**config.mk**
```make
export PLATFORM = sky130hd
export DESIGN_NAME = kim_alu_dec_idex_p
export DESIGN_NICKNAME = d
export VERILOG_FILES = /design/src/rtl/kim_alu_pkg.sv /design/src/rtl/kim_alu_dec_p.sv /design/src/rtl/kim_alu_dec_idex_p.sv
export SDC_FILE = /design/constraint.sdc
export NUM_CORES = 1
export LEC_CHECK = 0
export ABC_AREA = 1
export CAP_MARGIN = 15
export CORE_ASPECT_RATIO = 0.9
export CORE_UTILIZATION = 63
export CTS_BUF_LIST = sky130_fd_sc_hd__clkbuf_16
export CTS_CLUSTER_SIZE = 25
export DETAILED_ROUTE_END_ITERATION = 10
export DONT_BUFFER_PORTS = 1
export GPL_TIMING_DRIVEN = 0
export PLACE_DENSITY = 0.79
export SKIP_LAST_GASP = 1
export SLEW_MARGIN = 0
export SYNTH_ARGS = -nofsm -noshare
export SYNTH_HDL_FRONTEND = slang
export SYNTH_HIERARCHICAL = 1
export SYNTH_SLANG_ARGS = --single-unit
```
**constraint.sdc**
```tcl
create_clock -name clk -period 2.5 [get_ports clk]
set_input_delay 0.375 -clock clk [delete_from_list [all_inputs] [get_ports clk]]
set_output_delay 0.375 -clock clk [all_outputs]
set_load 0.02 [all_outputs]
```
**src/rtl/kim_alu_pkg.sv**
```systemverilog
// Shared ALU/decode definitions: ALU control codes, MIPS opcode/funct values
// and the decoded-control payloads used by the ID/EX boundary and the ALU.
package kim_alu_pkg;

  localparam int unsigned OP_W       = 6;
  localparam int unsigned FUNCT_W    = 6;
  localparam int unsigned IMM_W      = 16;
  localparam int unsigned ALU_CTRL_W = 4;

  typedef enum logic [ALU_CTRL_W-1:0] {
    ALU_AND = 4'b0000,
    ALU_OR  = 4'b0001,
    ALU_ADD = 4'b0010,
    ALU_SUB = 4'b0110,
    ALU_SLT = 4'b0111,
    ALU_NOR = 4'b1100
  } alu_ctrl_e;

  localparam logic [OP_W-1:0] OP_RTYPE = 6'h00;
  localparam logic [OP_W-1:0] OP_BEQ   = 6'h04;
  localparam logic [OP_W-1:0] OP_ADDI  = 6'h08;
  localparam logic [OP_W-1:0] OP_SLTI  = 6'h0A;
  localparam logic [OP_W-1:0] OP_ANDI  = 6'h0C;
  localparam logic [OP_W-1:0] OP_ORI   = 6'h0D;
  localparam logic [OP_W-1:0] OP_LW    = 6'h23;
  localparam logic [OP_W-1:0] OP_SW    = 6'h2B;

  localparam logic [FUNCT_W-1:0] FN_ADD = 6'h20;
  localparam logic [FUNCT_W-1:0] FN_SUB = 6'h22;
  localparam logic [FUNCT_W-1:0] FN_AND = 6'h24;
  localparam logic [FUNCT_W-1:0] FN_OR  = 6'h25;
  localparam logic [FUNCT_W-1:0] FN_NOR = 6'h27;
  localparam logic [FUNCT_W-1:0] FN_SLT = 6'h2A;

  // Source of ALU operand B
  typedef enum logic [1:0] {
    B_SEL_RT   = 2'd0,
    B_SEL_SEXT = 2'd1,
    B_SEL_ZEXT = 2'd2
  } b_sel_e;

  typedef struct packed {
    alu_ctrl_e alu_control;
    logic      reg_write;
    logic      mem_read;
    logic      mem_write;
    logic      branch;
    logic      illegal;
    b_sel_e    b_sel;
    logic      store_rt;
  } dec_t;

  typedef struct packed {
    logic      valid;
    alu_ctrl_e alu_control;
    logic      reg_write;
    logic      mem_read;
    logic      mem_write;
    logic      branch;
    logic      illegal;
  } ex_ctrl_t;

endpackage

```
**src/rtl/kim_alu_dec_p.sv**
```systemverilog
// Combinational opcode/funct decoder: ALU operation, control flags,
// operand-B source select and illegal-instruction detection.
module kim_alu_dec_p
  import kim_alu_pkg::*;
(
  input  logic [OP_W-1:0]    op,
  input  logic [FUNCT_W-1:0] funct,
  output dec_t               dec_c
);

  always_comb begin
    dec_c             = '0;
    dec_c.alu_control = ALU_ADD;
    dec_c.b_sel       = B_SEL_RT;
    unique case (op)
      OP_RTYPE: begin
        dec_c.reg_write = 1'b1;
        unique case (funct)
          FN_ADD:  dec_c.alu_control = ALU_ADD;
          FN_SUB:  dec_c.alu_control = ALU_SUB;
          FN_AND:  dec_c.alu_control = ALU_AND;
          FN_OR:   dec_c.alu_control = ALU_OR;
          FN_NOR:  dec_c.alu_control = ALU_NOR;
          FN_SLT:  dec_c.alu_control = ALU_SLT;
          default: begin
            dec_c.reg_write = 1'b0;
            dec_c.illegal   = 1'b1;
          end
        endcase
      end
      OP_LW: begin
        dec_c.b_sel     = B_SEL_SEXT;
        dec_c.mem_read  = 1'b1;
        dec_c.reg_write = 1'b1;
      end
      OP_SW: begin
        dec_c.b_sel     = B_SEL_SEXT;
        dec_c.mem_write = 1'b1;
        dec_c.store_rt  = 1'b1;
      end
      OP_BEQ: begin
        dec_c.alu_control = ALU_SUB;
        dec_c.branch      = 1'b1;
      end
      OP_ADDI: begin
        dec_c.b_sel     = B_SEL_SEXT;
        dec_c.reg_write = 1'b1;
      end
      OP_SLTI: begin
        dec_c.alu_control = ALU_SLT;
        dec_c.b_sel       = B_SEL_SEXT;
        dec_c.reg_write   = 1'b1;
      end
      OP_ANDI: begin
        dec_c.alu_control = ALU_AND;
        dec_c.b_sel       = B_SEL_ZEXT;
        dec_c.reg_write   = 1'b1;
      end
      OP_ORI: begin
        dec_c.alu_control = ALU_OR;
        dec_c.b_sel       = B_SEL_ZEXT;
        dec_c.reg_write   = 1'b1;
      end
      default: dec_c.illegal = 1'b1;
    endcase
  end

endmodule

```
**src/rtl/kim_alu_dec_idex_p.sv**
```systemverilog
// ID/EX pipeline boundary: decodes the ID instruction, builds ALU operands and
// captures them in the EX register with stall/flush/bubble handling.
module kim_alu_dec_idex_p
  import kim_alu_pkg::*;
#(
  parameter int unsigned ALU_DATA_WIDTH = 32
) (
  input  logic                      clk,
  input  logic                      rst_n,
  input  logic                      id_valid,
  input  logic [OP_W-1:0]           id_op,
  input  logic [FUNCT_W-1:0]        id_funct,
  input  logic [ALU_DATA_WIDTH-1:0] id_rs_data,
  input  logic [ALU_DATA_WIDTH-1:0] id_rt_data,
  input  logic [IMM_W-1:0]          id_imm,
  input  logic                      stall,
  input  logic                      flush,
  output logic                      ex_valid,
  output logic [ALU_CTRL_W-1:0]     ex_alu_control,
  output logic [ALU_DATA_WIDTH-1:0] ex_a,
  output logic [ALU_DATA_WIDTH-1:0] ex_b,
  output logic [ALU_DATA_WIDTH-1:0] ex_store_data,
  output logic                      ex_reg_write,
  output logic                      ex_mem_read,
  output logic                      ex_mem_write,
  output logic                      ex_branch,
  output logic                      ex_illegal
);

  localparam int unsigned DW = ALU_DATA_WIDTH;

  dec_t          dec_c;
  logic [DW-1:0] imm_sext_c;
  logic [DW-1:0] imm_zext_c;
  logic [DW-1:0] b_c;

  ex_ctrl_t      ctrl_q, ctrl_d;
  logic [DW-1:0] a_q, a_d;
  logic [DW-1:0] b_q, b_d;
  logic [DW-1:0] sd_q, sd_d;

  kim_alu_dec_p u_dec (
    .op    (id_op),
    .funct (id_funct),
    .dec_c (dec_c)
  );

  assign imm_sext_c = DW'($signed(id_imm));
  assign imm_zext_c = DW'(id_imm);

  // Operand B source
  always_comb begin
    b_c = id_rt_data;
    unique case (dec_c.b_sel)
      B_SEL_SEXT: b_c = imm_sext_c;
      B_SEL_ZEXT: b_c = imm_zext_c;
      default:    b_c = id_rt_data;
    endcase
  end

  // Next EX contents: flush beats stall, stall holds, id_valid=0 inserts a bubble
  always_comb begin
    ctrl_d = ctrl_q;
    a_d    = a_q;
    b_d    = b_q;
    sd_d   = sd_q;
    if (flush) begin
      ctrl_d = '0;
      a_d    = '0;
      b_d    = '0;
      sd_d   = '0;
    end else if (!stall) begin
      if (id_valid) begin
        ctrl_d.valid       = 1'b1;
        ctrl_d.alu_control = dec_c.alu_control;
        ctrl_d.reg_write   = dec_c.reg_write;
        ctrl_d.mem_read    = dec_c.mem_read;
        ctrl_d.mem_write   = dec_c.mem_write;
        ctrl_d.branch      = dec_c.branch;
        ctrl_d.illegal     = dec_c.illegal;
        a_d                = id_rs_data;
        b_d                = b_c;
        sd_d               = dec_c.store_rt ? id_rt_data : '0;
      end else begin
        ctrl_d = '0;
        a_d    = '0;
        b_d    = '0;
        sd_d   = '0;
      end
    end
  end

  always_ff @(posedge clk) begin
    if (!rst_n) begin
      ctrl_q <= '0;
      a_q    <= '0;
      b_q    <= '0;
      sd_q   <= '0;
    end else begin
      ctrl_q <= ctrl_d;
      a_q    <= a_d;
      b_q    <= b_d;
      sd_q   <= sd_d;
    end
  end

  assign ex_valid       = ctrl_q.valid;
  assign ex_alu_control = ctrl_q.alu_control;
  assign ex_reg_write   = ctrl_q.reg_write;
  assign ex_mem_read    = ctrl_q.mem_read;
  assign ex_mem_write   = ctrl_q.mem_write;
  assign ex_branch      = ctrl_q.branch;
  assign ex_illegal     = ctrl_q.illegal;
  assign ex_a           = a_q;
  assign ex_b           = b_q;
  assign ex_store_data  = sd_q;

endmodule

```
==> results_dict.tcl <==
set metrics [dict create \
    core_area_mm2 0.00718 \
    start_util_pct 66.4 \
    post_cts_resized 0 \
    worst_pin_slew_ns 0.519 \
    wl_um 11900 \
    antenna_found_initial 0 \
    clockBufferDepth 2 \
    powerDensity_mw_per_mm2 645 \
    numClockSinks 106 \
    overflow 0 \
    drive_above_1_share_pct 18.3 \
    status "finished, final reports clean" \
    crit_path_end_kind "register" \
    max_slew_margin_pct 65.4 \
    power.leakage_nw 1.87 \
    antennaDiodeCount 0 \
    crit_arrival_ns 2.11 \
    syn_avg_cell_area_um2 7.29 \
    rows 29 \
    setup_viol 0 \
    vias 4275 \
    synth_warnings 6 \
    nets 765 \
    setup.worst_path.start "id_op[4]" \
    rsz0062_at_grt "false" \
    grt_pass1_vias 4180 \
    drt_drc_violations_left 0 \
    syn_inst 655 \
    finalCriticalPeriod_ns 1.89 \
    gp_congestion 0.826 \
    htreeDepth 3 \
    portBuffers 0 \
    ys_ff_latch 106 \
    max-cap-violations 0 \
    critPathMaxFanout 10 \
    synth_cell_types 26 \
    r2r-start "ex_b[4]" \
    worst_ep_required_time_ns 2.72 \
    post-route-cell-area_mm2 0.00517 \
    fin_skew_ns 0 \
    drv_slew 0 \
    placed_area_mm2 0.00489 \
    grt_pass1_wl_um 18900 \
    die_area_mm2 0.00793 \
    first_iter_violations 187 \
    root_buffer "clkbuf_16" \
    cts_tree "yes" \
    start_kind "primary input" \
    period_share_pct 75.7 \
    fp.dieW_um 93.8 \
    min_from "id_rs_data[11]" \
    first_pass_iters 5 \
    antenna_left 0 \
    synth_nets 754 \
    viasPerCell 5.60 \
    place_hpwl_um 8970 \
    multi_input_area_mm2 0.00222 \
    path_clk_slew_ns 0.07 \
    ir_worst_vdd_mv 0.495 \
    synth_area_mm2 0.00477 \
    tns_ns 0 \
    final-seq-area_mm2 0.00212 \
    grt_max_degree 19 \
    cts_setup_buffers 0 \
    grt_use_total_pct 30.3 \
    insertion_delay_ns 0.33 \
    syn_to_final_growth_pct 8.31 \
    wire_per_inst_um 15.6 \
    max_freq_mhz 528 \
    cts_hold_buffers 0 \
    seq_area_frac_synth_pct 44.5 \
    io_pins 203 \
    die_h_um 84.6 \
    num-fill-cells 599 \
    critical_path_class "primary input to register" \
    hold_path_class "primary input to register" \
    hold_viol_final 0 \
    cts_inserted_buffers 9 \
]
[cells in the mapped netlist (all sizes together)]
cell,number,area share (%)
clkinv,1,0.10
o21ai,4,0.42
dfxtp,106,44
inv,38,3.0
nor2,49,4.6
a21oi,107,14
nand4,5,0.92
buf,32,4.8
nand3,36,3.8
ha,2,0.52
nand2,263,23
clkbuf,12,1.0
[cell families (layout without fill, tap and decap cells)]
family / Yosys count / count (layout) / share of synthesized area (%)
and+or+nand+nor: 353 / 353 / 32.1
AOI/OAI and AO/OA: 111 / 111 / 14.0
DFF: 106 / 106 / 44.5
buffers and inverters: 83 / 99 / 8.94
adders and majority gates: 2 / 2 / 0.524
[metrics by stage]
| step | setup slack, ns | utilization (%) | hold WS, ns | cells | total power, mW |
|---|---|---|---|---|---|
| 6_report | 0.607 | 72.0 | 0.164 | 764 | 3.33 |
| 5_1_grt | 0.449 | 72.0 | 0.147 | 764 | 3.46 |
| 4_1_cts | 0.622 | 72.0 | 0.159 | 764 | 3.34 |
| 3_5_place_dp | 0.278 | 68.1 | 0.515 | 748 | 2.06 |
| 3_3_place_gp | 0.389 | 68.1 | 0.513 | 748 | 2.05 |
| 2_1_floorplan | 0.640 | - | 0.511 | 655 | 2.00 |
[layout make-up]
cell class / instances / share of cell area, %
buffer: 44 / 5.35
tap: 93 / 2.25
multi-input combinational: 466 / 43.0
clock inverter: 7 / 1.06
inverter: 39 / 2.90
sequential: 106 / 41.0
clock buffer: 9 / 4.36
[flip-flops by register name, indices dropped and copies added (netlist names)]
name / count
ex_a: 32
ex_alu_control: 4
ex_b: 32
ex_branch: 1
ex_illegal: 1
ex_mem_read: 1
ex_mem_write: 1
ex_reg_write: 1
ex_store_data: 32
ex_valid: 1
[where the power goes]
group          internal (mW)  switching, mW  total, mW
logic                 0.0867          0.174      0.261
clock network          0.685          0.631       1.32
registers               1.71         0.0471       1.76
total                   2.48          0.852       3.33
[critical path, stage by stage]
cell and delay [ns]:
inv_1 0.04, nand4_2 0.15, o21ai_0 0.31, inv_1 0.08, ha_1 0.28, buf_2 0.21
buf_1 0.38, nand2_1 0.13, nand3_1 0.10, a21oi_1 0.06
[layer usage]
metal	GRT usage, %	vias up	wire length [µm]
met4	12.4	0	357
met5	0	-	0
met3	10.3	35	1170
met1	32.7	1973	4500
li1	-	2079	-
met2	53.7	188	5880
[final timing paths]
| path | to | slack, ns | cells past startpoint |
|---|---|---|---|
| setup reg to reg | ex_b[4] | 1.64 | 2 |
| hold / removal | ex_a[11] | 0.16 | 2 |
| setup / recovery | ex_b[26] | 0.61 | 10 |
| hold reg to reg | ex_b[11] | 0.57 | 2 |
[layout by cell type (no fill, tap or decap), types with 2 or more instances in the layout]
cell	synthesis	layout
a21oi_1	77	77
a21oi_2	30	30
buf_1	3	3
buf_12	3	3
buf_2	18	18
buf_4	6	6
buf_6	2	2
clkbuf_1	10	10
clkbuf_16	0	9
clkbuf_2	2	2
clkinv_2	1	2
clkinv_4	0	4
dfxtp_1	106	106
ha_1	2	2
inv_1	35	36
inv_2	2	2
nand2_1	229	229
nand2_2	33	33
nand3_1	36	36
nand4_1	3	3
nand4_2	2	2
nor2_1	42	42
nor2_2	3	3
nor2_4	4	4
o21ai_0	3	3
(Power assumes the default switching activity.)
